`config.mk`:
```
export PLATFORM = sky130hd
export DESIGN_NAME = score_bcd_display
export DESIGN_NICKNAME = d
export VERILOG_FILES = /design/src/rtl/snake_disp_pkg.sv /design/src/rtl/score_bcd_display_bcd_to_seg7.sv /design/src/rtl/score_bcd_display.sv
export SDC_FILE = /design/constraint.sdc
export NUM_CORES = 1
export LEC_CHECK = 0
export ABC_AREA = 1
export BUFFER_PORTS_ARGS = -buffer_cell sky130_fd_sc_hd__buf_2
export CORE_ASPECT_RATIO = 1.4
export CORE_MARGIN = 5
export CORE_UTILIZATION = 45
export CTS_BUF_LIST = sky130_fd_sc_hd__clkbuf_4
export CTS_CLUSTER_SIZE = 25
export DETAILED_ROUTE_END_ITERATION = 8
export PLACE_DENSITY = 0.66
export SETUP_SLACK_MARGIN = 0.05
export SLEW_MARGIN = 30
export SYNTH_ARGS = -nofsm -noshare
export SYNTH_HDL_FRONTEND = slang
export SYNTH_SLANG_ARGS = --single-unit
```
`constraint.sdc`:
```
create_clock -name clock -period 2 [get_ports clock]
set_input_delay 0.1 -clock clock [delete_from_list [all_inputs] [get_ports clock]]
set_output_delay 0.1 -clock clock [all_outputs]
set_load 0.01 [all_outputs]
```
`src/rtl/snake_disp_pkg.sv`:
```
// Shared constants for the snake game score display: FSM encodings,
// 7-segment code table (active-low {g,f,e,d,c,b,a}) and a power-of-ten helper.
package snake_disp_pkg;

  typedef logic [1:0] state_t;

  localparam state_t IDLE  = 2'd0;
  localparam state_t SHIFT = 2'd1;
  localparam state_t LATCH = 2'd2;

  localparam logic [6:0] SEG_BLANK = 7'h7F;
  localparam logic [6:0] SEG_ZERO  = 7'b1000000;

  localparam logic [6:0] SEG_TABLE [0:9] = '{
    7'b1000000,  // 0
    7'b1111001,  // 1
    7'b0100100,  // 2
    7'b0110000,  // 3
    7'b0011001,  // 4
    7'b0010010,  // 5
    7'b0000010,  // 6
    7'b1111000,  // 7
    7'b0000000,  // 8
    7'b0010000   // 9
  };

  function automatic longint pow10(input int n);
    longint r;
    r = 1;
    for (int i = 0; i < n; i++) r = r * 10;
    return r;
  endfunction

endpackage

```
`src/rtl/score_bcd_display_bcd_to_seg7.sv`:
```
// Combinational BCD digit to active-low 7-segment pattern; codes 10-15 show blank.
module bcd_to_seg7
  import snake_disp_pkg::*;
(
  input  logic [3:0] bcd,
  output logic [6:0] seg
);

  // NOTE: assign a default before any conditional write so no latch is inferred.
  always_comb begin
    seg = SEG_BLANK;
    if (bcd <= 4'd9) seg = SEG_TABLE[bcd];
  end

endmodule

```
`src/rtl/score_bcd_display.sv`:
```
// Binary-to-BCD score display driver (shift-add-3, one bit per clock) with
// registered BCD and 7-segment outputs. Optional macro SNAKE_SEG_LZ_BLANK_EN blanks leading zeros.
module score_bcd_display
  import snake_disp_pkg::*;
#(
  parameter int VAL_W  = 10,
  parameter int DIGITS = 3
) (
  input  logic                  clock,
  input  logic                  reset,
  input  logic                  in_valid,
  output logic                  in_ready,
  input  logic [VAL_W-1:0]      in_value,
  output logic [4*DIGITS-1:0]   bcd_out,
  output logic [7*DIGITS-1:0]   seg_out,
  output logic                  done,
  output logic                  overflow
);

`ifdef SNAKE_SEG_LZ_BLANK_EN
  localparam bit LZ_BLANK = 1'b1;
`else
  localparam bit LZ_BLANK = 1'b0;
`endif

  localparam int SW = 4*DIGITS + VAL_W;
  localparam int CW = $clog2(VAL_W + 1);
  localparam logic [CW-1:0] COUNT_INIT = CW'(VAL_W);

  function automatic logic [7*DIGITS-1:0] seg_reset_value();
    logic [7*DIGITS-1:0] v;
    for (int k = 0; k < DIGITS; k++)
      v[7*k +: 7] = (k == 0 || !LZ_BLANK) ? SEG_ZERO : SEG_BLANK;
    return v;
  endfunction

  localparam logic [7*DIGITS-1:0] SEG_RST = seg_reset_value();

  state_t                state_q, state_d;
  logic [SW-1:0]         scratch_q, scratch_d, adj;
  logic [CW-1:0]         count_q, count_d;
  logic                  sat_q, sat_d;
  logic [4*DIGITS-1:0]   bcd_q, bcd_d;
  logic [7*DIGITS-1:0]   seg_q, seg_d;
  logic                  overflow_q, overflow_d;
  logic                  done_q, done_d;
  logic                  in_ready_q, in_ready_d;

  logic [VAL_W-1:0]      in_value_sat;
  logic                  in_sat;
  logic [4*DIGITS-1:0]   bcd_final;
  logic [7*DIGITS-1:0]   seg_raw, seg_disp;
  logic                  lead_zero;

  // Saturation logic exists only when the input range can exceed the display range.
  generate
    if ((longint'(1) << VAL_W) > pow10(DIGITS)) begin : g_sat
      localparam logic [VAL_W-1:0] SAT_VAL = VAL_W'(pow10(DIGITS) - 1);
      assign in_sat       = (in_value > SAT_VAL);
      assign in_value_sat = in_sat ? SAT_VAL : in_value;
    end else begin : g_nosat
      assign in_sat       = 1'b0;
      assign in_value_sat = in_value;
    end
  endgenerate

  assign bcd_final = scratch_q[SW-1 -: 4*DIGITS];

  generate
    for (genvar k = 0; k < DIGITS; k++) begin : g_digit
      bcd_to_seg7 u_seg (
        .bcd (bcd_final[4*k +: 4]),
        .seg (seg_raw[7*k +: 7])
      );
    end
  endgenerate

  // Scan from the most significant digit; the units digit is never blanked.
  always_comb begin
    seg_disp  = seg_raw;
    lead_zero = LZ_BLANK;
    for (int k = DIGITS-1; k >= 1; k--) begin
      if (lead_zero && bcd_final[4*k +: 4] == 4'd0) seg_disp[7*k +: 7] = SEG_BLANK;
      else                                          lead_zero = 1'b0;
    end
  end

  always_comb begin
    state_d    = state_q;
    scratch_d  = scratch_q;
    count_d    = count_q;
    sat_d      = sat_q;
    bcd_d      = bcd_q;
    seg_d      = seg_q;
    overflow_d = overflow_q;
    done_d     = 1'b0;
    adj        = scratch_q;
    case (state_q)
      IDLE: begin
        if (in_valid && in_ready_q) begin
          scratch_d = {{(4*DIGITS){1'b0}}, in_value_sat};
          count_d   = COUNT_INIT;
          sat_d     = in_sat;
          state_d   = SHIFT;
        end
      end
      SHIFT: begin
        for (int k = 0; k < DIGITS; k++)
          if (adj[VAL_W + 4*k +: 4] >= 4'd5) adj[VAL_W + 4*k +: 4] = adj[VAL_W + 4*k +: 4] + 4'd3;
        scratch_d = {adj[SW-2:0], 1'b0};
        count_d   = count_q - CW'(1);
        if (count_q == CW'(1)) state_d = LATCH;
      end
      LATCH: begin
        bcd_d      = bcd_final;
        seg_d      = seg_disp;
        overflow_d = sat_q;
        done_d     = 1'b1;
        state_d    = IDLE;
      end
      default: state_d = IDLE;
    endcase
    in_ready_d = (state_d == IDLE);
  end

  // NOTE: sequential state uses non-blocking assignments so every flop samples pre-edge values.
  always_ff @(posedge clock) begin
    if (reset) begin
      state_q    <= IDLE;
      scratch_q  <= '0;
      count_q    <= '0;
      sat_q      <= 1'b0;
      bcd_q      <= '0;
      seg_q      <= SEG_RST;
      overflow_q <= 1'b0;
      done_q     <= 1'b0;
      in_ready_q <= 1'b1;
    end else begin
      state_q    <= state_d;
      scratch_q  <= scratch_d;
      count_q    <= count_d;
      sat_q      <= sat_d;
      bcd_q      <= bcd_d;
      seg_q      <= seg_d;
      overflow_q <= overflow_d;
      done_q     <= done_d;
      in_ready_q <= in_ready_d;
    end
  end

  assign in_ready = in_ready_q;
  assign bcd_out  = bcd_q;
  assign seg_out  = seg_q;
  assign done     = done_q;
  assign overflow = overflow_q;

endmodule

```
==> flow_summary_export.csv <==
group,metric,value,unit
status,status,"finished, final reports clean",
critical_path,slowest_stage,"dfxtp_1",
final_layout,nFillCells,671,
final_layout,stdcell_area,0.00366,mm^2
power,powerDensity,682,mW/mm^2
timing,setup_viol,0,
synthesis,syn-cell-area,0.00314,mm^2
synthesis,synth_cells,426,
synthesis,yosysUniqueCellTypes,30,
timing,slew_violations,0,
synthesis,synthesis.nets,456,
clock_tree,clock-sinks,65,
power,p_seq_share,54.5,%
final_layout,final_util,53.1,%
timing,tightestPinTransition,0.540,ns
critical_path,cp_max_fo,6,
power,clkPwrFrac,34.6,%
synthesis,yosysWarnings,0,
final_layout,insertedDiodeCount,0,
drt,drtPass1Iterations,5,
critical_path,max_stage_delay,0.43,ns
clock_tree,clock_latency,0.42,ns
clock_tree,numCtsBuffers,9,
critical_path,worstPathArrival,1.95,ns
drt,ant_nets,0,
floorplan,die_h,109,um
grt,overflow,0,
power,switching_power,675,uW
timing,fmax,633,MHz
drt,wirelength,6.98,mm
placement,dp_hpwl,5.03,mm
critical_path,cpLargestDelayFamily,"simple AND/OR/NAND/NOR gates",
grt,groute.usage.overall,17.8,%
grt,grt_pass1_vias,2736,
synthesis,syn_area_per_cell,7.36,um^2
critical_path,path_class,"reg2reg",
synthesis,ys.flop_type,"dfxtp_1",
clock_tree,clkTransAtPathRegs,0.11,ns
timing,fin_crit_sh,78.9,%
flow_run,maxCapViolCount,0,
floorplan,row_count,36,
drt,vias,2843,
final_layout,layout-drive-gt1-share,18.4,%
drt,wl_per_cell,12.0,um
drt,vias_per_cell,4.87,
power,internal_power,1.82,mW
timing,finalSetupTns,0,ns
floorplan,die_x,80.6,um
power,peakVddDrop,383,uV
power,combPwrFrac,10.8,%
synthesis,netlist_top_cells_area,"dfxtp_1, nand2_1, o21ai_0",
critical_path,worst_ep_required_time,2.37,ns
drt,drt_iter0_drc,89,
synthesis,synth_edf_count,0,
timing,rsz0062_at_grt,"no",
clock_tree,cts_tree,"yes",
grt,grt_pass1_wl,12.3,mm
synthesis,yosysSeqAreaShare,41.5,%
timing,slew_headroom,64.0,%
synthesis,synth_top_area_share,41.5,%
critical_path,critPathBufInv,2,
timing,skew,0.0140,ns
floorplan,io_pins,49,
power,netSwitchingFraction,27.0,%
critical_path,startpoint_type,"flop",
drt,drc,0,
clock_tree,cts_resized,0,
floorplan,initial_utilization,45.5,%
placement,gp_congestion,0.841,
synthesis,yosysTopAreaCell,"dfxtp_1",
clock_tree,clockBufferDepth,2,
grt,grt_max_degree,28,
critical_path,endpoint_kind,"flop",
synthesis,async_flop_share,0,%
power,leakage,1.81,nW
placement,dpl_cell_area,0.00344,mm^2
timing,fin_crit,1.58,ns
clock_tree,root_buffer,"clkbuf_4",
floorplan,dieArea,0.00876,mm^2
clock_tree,htreeDepth,3,
timing,final-hold-violation-count,0,
final_layout,areaGrowthSynthToFinish,16.7,%
placement,portBuffers,48,
synthesis,ys_seq_elements,65,
final_layout,layout.nets,514,
min_path,hold_path_class,"in2reg",
grt,antenna_found_initial,0,
floorplan,core-area,0.00689,mm^2
critical_path,worstPathCellList,"inv_1 -> ha_1 -> o21ai_0 -> nand3_1 -> nand3_1 -> nand2_1 -> inv_1",
## cell usage in the layout (no fill, tap or decap), types with 3 or more instances in the layout
cell and n:
inv_2 4, o21ai_0 55, inv_1 48, buf_2 48, nand2_1 85, ha_1 17
nor2_1 49, dlygate4sd3_1 9, dfxtp_1 65, nand3_1 21, o211ai_1 4, a21oi_1 35
o21ai_2 9, buf_4 5, clkbuf_4 10, nand4_1 3
## final timing paths
path              slack, ns           end           from  depth (start not counted)
setup / recovery       0.42   seg_out[14]  scratch_q[18]                          7
hold / removal         0.09  scratch_q[9]    in_value[9]                          5
setup reg to reg       0.42   seg_out[14]  scratch_q[18]                          7
hold reg to reg        0.47  scratch_q[1]   scratch_q[1]                          2
## layout make-up
cell class | instances | area [um^2] | share of cell area, %
Clock buffer | 10 | 75.1 | 2.05
Clock inverter | 6 | 58.8 | 1.61
Inverter | 53 | 199 | 5.44
Multi-Input combinational cell | 293 | 1540 | 42.1
Sequential cell | 65 | 1300 | 35.6
Tap cell | 95 | 119 | 3.25
Timing Repair Buffer | 62 | 368 | 10.1
## metal layers
metal  up-vias  global-route usage [%]  part of all wire (%)
met5         -                       0                     0
met4         0                    9.90                   1.4
met3         7                    3.47                   4.6
met2        60                    30.5                    49
met1      1276                    20.6                    45
li1       1500                       -                     -
## worst min-delay path, delay by kind of cell
family / cells / cell delay, ns
AO/OA/AOI/OAI: 1 / 0.12
AND/OR/NAND/NOR: 3 / 0.18
buffers and inverters: 1 / 0.09
## power by group through the flow
stage          clock network (mW)  logic [mW]  registers [mW]
2_1_floorplan                   0       0.188            1.39
3_3_place_gp                    0       0.257            1.39
3_5_place_dp                    0       0.259            1.39
4_1_cts                     0.894       0.274            1.36
5_1_grt                     0.954       0.314            1.37
6_report                    0.865       0.271            1.36
## cell usage after synthesis, types with 3 or more instances
library cell	n
o211ai_1	4
buf_2	8
inv_1	48
dfxtp_1	65
a21oi_1	35
nor2_1	49
nand3_1	21
inv_2	4
nand4_1	3
o21ai_2	9
buf_6	3
nand2_1	85
o21ai_0	55
ha_1	17
## repair_timing
action                                 4_1_cts  5_1_grt
setup buffers                                0        0
endpoints found under the hold margin        9        0
hold buffers                                 9        0
## kinds of logic after synthesis
family | count (synthesis) | synth area share [%]
buffers and inverters | 68 | 9.45
DFF | 65 | 41.5
and+or+nand+nor | 167 | 22.8
AOI/OAI and AO/OA | 108 | 19.2
xor gates and xnor gates | 1 | 0.279
adders and majority gates | 17 | 6.78
## metrics by stage
stage               worst slack [ns]  total power, mW  hold slack [ns]  std cells
finish                         0.421             2.50           0.0942        584
detailed placement             0.449             1.65            0.378        559
global placement               0.516             1.65            0.369        559
CTS                            0.406             2.53           0.0831        584
floorplan                      0.653             1.58            0.254        426
global route                   0.202             2.64            0.106        584
## sequential cells by signal, summed over array words and instances (netlist names)
| register | cells |
|---|---|
| scratch_q | 22 |
| seg_out | 21 |
| bcd_out | 12 |
| count_q | 4 |
| state_q | 2 |
| done | 1 |
| in_ready | 1 |
| overflow | 1 |
| sat_q | 1 |
Power figures use the tool's default switching activity.
